### config.mk
export PLATFORM = sky130hd
export DESIGN_NAME = encoder_controller
export DESIGN_NICKNAME = d
export VERILOG_FILES = /design/src/rtl/encoder_controller.sv
export SDC_FILE = /design/constraint.sdc
export NUM_CORES = 1
export LEC_CHECK = 0
export ABC_AREA = 0
export CORE_MARGIN = 4
export CORE_UTILIZATION = 53
export CTS_BUF_LIST = sky130_fd_sc_hd__clkbuf_8
export DETAILED_ROUTE_END_ITERATION = 10
export GPL_TIMING_DRIVEN = 0
export PLACE_DENSITY = 0.95
export SETUP_SLACK_MARGIN = 0.15
export SLEW_MARGIN = 20
export SYNTH_ARGS = -nofsm -noshare
export SYNTH_HDL_FRONTEND = slang
export SYNTH_SLANG_ARGS = --single-unit
### constraint.sdc
create_clock -name clk -period 2.6 [get_ports clk]
set_input_delay 0.39 -clock clk [delete_from_list [all_inputs] [get_ports clk]]
set_output_delay 0.39 -clock clk [all_outputs]
set_load 0.05 [all_outputs]
### src/rtl/encoder_controller.sv
// Sequencing FSM for the encoder datapath: launches the five step modules in
// order each round, then advances the round/file counters until the run completes.
module encoder_controller #(
  parameter int NUM_FILES  = 64,
  parameter int NUM_ROUNDS = 24
) (
  input  logic       clk,
  input  logic       rst,
  input  logic       start,
  input  logic       CP_finish,
  input  logic       RO_finish,
  input  logic       PE_finish,
  input  logic       RV_finish,
  input  logic       RC_finish,
  output logic       CP_start,
  output logic       RO_start,
  output logic       PE_start,
  output logic       RV_start,
  output logic       RC_start,
  output logic [9:0] file_index,
  output logic [4:0] iteration,
  output logic       busy,
  output logic       done
);

  typedef enum logic [3:0] {
    IDLE, CP_GO, CP_WAIT, RO_GO, RO_WAIT, PE_GO, PE_WAIT,
    RV_GO, RV_WAIT, RC_GO, RC_WAIT, NEXT, DONE
  } state_t;

  localparam logic [4:0] LAST_ROUND = 5'(NUM_ROUNDS - 1);
  localparam logic [9:0] LAST_FILE  = 10'(NUM_FILES - 1);

  state_t     state, state_next;
  logic [9:0] file_next;
  logic [4:0] iter_next;

  // NOTE: state registers use non-blocking assignments so every flop samples
  // the pre-edge value of the others, independent of statement order.
  always_ff @(posedge clk) begin
    if (rst) begin
      state      <= IDLE;
      file_index <= '0;
      iteration  <= '0;
    end else begin
      state      <= state_next;
      file_index <= file_next;
      iteration  <= iter_next;
    end
  end

  // NOTE: every output of this block gets a default first, so no path through
  // the case statement can leave a value unassigned and infer a latch.
  always_comb begin
    state_next = state;
    file_next  = file_index;
    iter_next  = iteration;
    CP_start   = 1'b0;
    RO_start   = 1'b0;
    PE_start   = 1'b0;
    RV_start   = 1'b0;
    RC_start   = 1'b0;
    done       = 1'b0;
    busy       = (state != IDLE);

    case (state)
      IDLE: begin
        if (start) begin
          file_next  = '0;
          iter_next  = '0;
          state_next = CP_GO;
        end
      end
      CP_GO: begin
        CP_start   = 1'b1;
        state_next = CP_WAIT;
      end
      CP_WAIT: if (CP_finish) state_next = RO_GO;
      RO_GO: begin
        RO_start   = 1'b1;
        state_next = RO_WAIT;
      end
      RO_WAIT: if (RO_finish) state_next = PE_GO;
      PE_GO: begin
        PE_start   = 1'b1;
        state_next = PE_WAIT;
      end
      PE_WAIT: if (PE_finish) state_next = RV_GO;
      RV_GO: begin
        RV_start   = 1'b1;
        state_next = RV_WAIT;
      end
      RV_WAIT: if (RV_finish) state_next = RC_GO;
      RC_GO: begin
        RC_start   = 1'b1;
        state_next = RC_WAIT;
      end
      RC_WAIT: if (RC_finish) state_next = NEXT;
      NEXT: begin
        // Counters move only here, so they are stable across a whole round.
        if (iteration < LAST_ROUND) begin
          iter_next  = iteration + 5'd1;
          state_next = CP_GO;
        end else if (file_index < LAST_FILE) begin
          iter_next  = '0;
          file_next  = file_index + 10'd1;
          state_next = CP_GO;
        end else begin
          state_next = DONE;
        end
      end
      DONE: begin
        done       = 1'b1;
        state_next = IDLE;
      end
      default: state_next = IDLE;
    endcase
  end

endmodule
==> results of run 1 <==
## path summary, 6_finish.rpt
check | end | start | slack [ns]
hold reg to reg | file_index[5]$_SDFFE_PP0P_ | file_index[5]$_SDFFE_PP0P_ | 0.49
setup / recovery | RV_start | state[1]$_SDFFE_PP0P_ | 0.31
hold / removal | file_index[5]$_SDFFE_PP0P_ | file_index[5]$_SDFFE_PP0P_ | 0.49
setup reg to reg | iteration[2]$_SDFFE_PP0P_ | state[0]$_SDFFE_PP0P_ | 0.89
## layer usage
| layer | vias up | global-route usage (%) | share of wire [%] |
|---|---|---|---|
| li1 | 537 | - | - |
| met5 | - | 0 | 0 |
| met3 | 4 | 2.54 | 5.6 |
| met1 | 525 | 26.3 | 43 |
| met2 | 40 | 35.9 | 50 |
| met4 | 0 | 11.9 | 1.6 |
## cells by family after synthesis
| group | count (synthesis) | synth area share [%] |
|---|---|---|
| flip-flops | 19 | 35.1 |
| buffers and inverters | 11 | 4.39 |
| XOR/XNOR | 1 | 0.808 |
| AO/OA/AOI/OAI | 35 | 23.2 |
| multiplexers | 3 | 3.93 |
| AND/OR/NAND/NOR | 51 | 30.3 |
| adder cells (fa/ha/maj) | 2 | 2.31 |
## registers in the layout, summed over array words and instances, names as in the netlist
register	flops
iteration	5
state	4
file_index	10
## synth_stat cells, types with 3 or more instances
master,number,area [um^2]
and2_1,5,31.3
dfxtp_1,19,380
nand2b_1,5,31.3
o211ai_1,4,30.0
nor3_1,6,30.0
nand2_1,10,37.5
a21oi_1,10,50.1
clkbuf_1,3,11.3
nand3_1,7,35.0
buf_2,5,25.0
inv_1,3,11.3
## worst register-to-register path: cells and delay by family (launching register included)
| family | cells | cell delay, ns |
|---|---|---|
| AO/OA/AOI/OAI | 2 | 0.49 |
| buffers and inverters | 1 | 0.25 |
| flip-flops | 1 | 0.33 |
| AND/OR/NAND/NOR | 2 | 0.55 |
## power by group through the flow
stage	logic [uW]	registers (uW)	clock network, uW
after floorplan	111	310	0
after global placement	154	311	0
after detailed placement	158	312	0
after CTS	160	306	202
after global routing	172	307	207
final	160	306	200
## layout make-up
cell class / instances / area (um^2)
multi-input combinational: 92 / 668
fill: 141 / 470
sequential: 19 / 380
timing repair buffer: 29 / 297
clock buffer: 3 / 41.3
buffer: 8 / 36.3
tap: 27 / 33.8
inverter: 3 / 11.3
clock inverter: 1 / 3.75
## metrics by stage
stage	instances	utilization, %	hold WS (ns)	power (uW)	instance area, um^2
global route	182	75.8	0.533	687	1470
global placement	178	72.8	0.468	465	1410
CTS	182	75.3	0.501	668	1460
detailed placement	178	72.8	0.491	469	1410
floorplan	122	-	0.492	421	1090
finish	182	75.8	0.495	666	1470
==> out/metrics.json, run 1 <==
{
  "netSwitchingFraction_pct": 30.8,
  "cts_root_buf": "clkbuf_8",
  "globalplace.congestion": 0.805,
  "insertion_delay_ns": 0.25,
  "worst_ir_drop_vdd_v": 0.000388,
  "postSynthNetCount": 132,
  "netlist-cell-type-count": 46,
  "io_buffer_count": 29,
  "most-common-layout-cells": "clkdlybuf4s50_1, dfxtp_1, nand2_1, a21oi_1, nand3_1",
  "dp.final_hpwl_um": 2010,
  "critical_path.startpoint_type": "flop",
  "placementRows": 16,
  "antenna_cells": 0,
  "worst_path_largest_cell_delay_ns": 0.56,
  "worst-path-stages": 4,
  "hold_path_class": "flop to flop",
  "min_delay_path_depth": 2,
  "netSwitchingPower_uw": 205,
  "worst_slew_margin_rel_pct": 49.6,
  "cpMaxStageDelayCell": "dlygate4sd2_1",
  "post_route_cells_drive_above_1_share_pct": 10.3,
  "tns_ns": 0,
  "static-leakage-power_uw": 0.000622,
  "via_per_inst": 6.08,
  "syn_area_per_cell_um2": 8.88,
  "mostFrequentLayoutCell": "clkdlybuf4s50_1",
  "setup_viol_count_final": 0,
  "grt_pass1_wl_um": 4580,
  "cts.htree.levels": 1,
  "ys_async_sr_fraction_pct": 0,
  "max-clock-path-buffers": 2,
  "synthesis.instances": 122,
  "cts_num_sinks": 19,
  "crit_arrival_ns": 1.90,
  "timing.max_cap.violations": 0,
  "dpl_worst_slack_ns": 0.307,
  "worst_setup_hold_path_clk_slew_ns": 0.07,
  "cell_internal_pwr_uw": 461,
  "cts.hold.buffers_added": 0,
  "critPathKind": "flop to output port",
  "detail-route-antenna-nets": 0,
  "worst-path-max-fanout": 10,
  "ys.warnings.count": 0,
  "post-route-period-util_pct": 88.3,
  "route.detailed.drc": 0,
  "pin_count_of_the_biggest_net_entering_global_routing": 11,
  "first_pass_iters": 4,
  "fin_worst_skew_ns": 0.00422,
  "floorplan.core_area_um2": 1940,
  "worstPathBufferInverterCount": 2,
  "worst_path_required_time_ns": 2.21,
  "min_cycle_time_layout_ns": 2.29,
  "cts_resized": 4,
  "comb_power_share_pct": 24.0,
  "seq_power_share_pct": 46.0,
  "gr-usage-all-layers_pct": 21.5,
  "syn_area_um2": 1080,
  "synth_seq_cells": 19,
  "wirelength_um": 2750,
  "grt_pass1_vias": 1090,
  "cts_tree": "yes",
  "worst-slew-pin-transition_ns": 0.756,
  "io_pins": 30,
  "synth-seq-area-share_pct": 35.1,
  "dieArea_um2": 2830,
  "yosys_most_used_dff": "dfxtp_1",
  "maxClockFrequency_ghz": 0.436,
  "drt_iter0_markers": 24,
  "average_wire_per_standard_cell_um": 15.1,
  "unrepaired_setup_endpoints_after_global_routing": "no",
  "antenna_found_initial": 0,
  "critical-path-top-delay-family": "buffers and inverters",
  "layout_area_growth_over_synthesis_pct": 35.8,
  "cts_made_buffers": 3,
  "routed-via-count": 1106,
  "cell_by_cell_trace_of_the_critical_path": "buf_2, nand2_1, nor3b_1, dlygate4sd2_1",
  "end_kind": "output port",
  "globalRoute.totalOverflow": 0,
  "floorplan.die.width_um": 53.2,
  "reg2regPathDepth": 5,
  "synth_edf_count": 0,
  "final_hold_violations": 0,
  "power_density_nw_per_um2": 453,
  "layout_setup_ws_ns": 0.305,
  "die_height_um": 53.2,
  "start_util_pct": 55.8,
  "nets_final": 166,
  "outcome": "complete, no violations",
  "final_max_slew_viol_count": 0,
  "post-cts-setup-buffer-count": 0,
  "clock_power_share_pct": 30.0
}
No activity file was read; power rests on OpenSTA's default activity.
==> run 2: changes to the inputs <==
ABC_CLOCK_PERIOD_IN_PS = 2600   (was default)
==> results of run 2 <==
No change in the layout: final DEF, timing and power equal those of run 1.
==> run 3: changes to the inputs <==
SLEW_MARGIN = 5   (was 20)
==> results of run 3 <==
No change in the layout: final DEF, timing and power equal those of run 1.
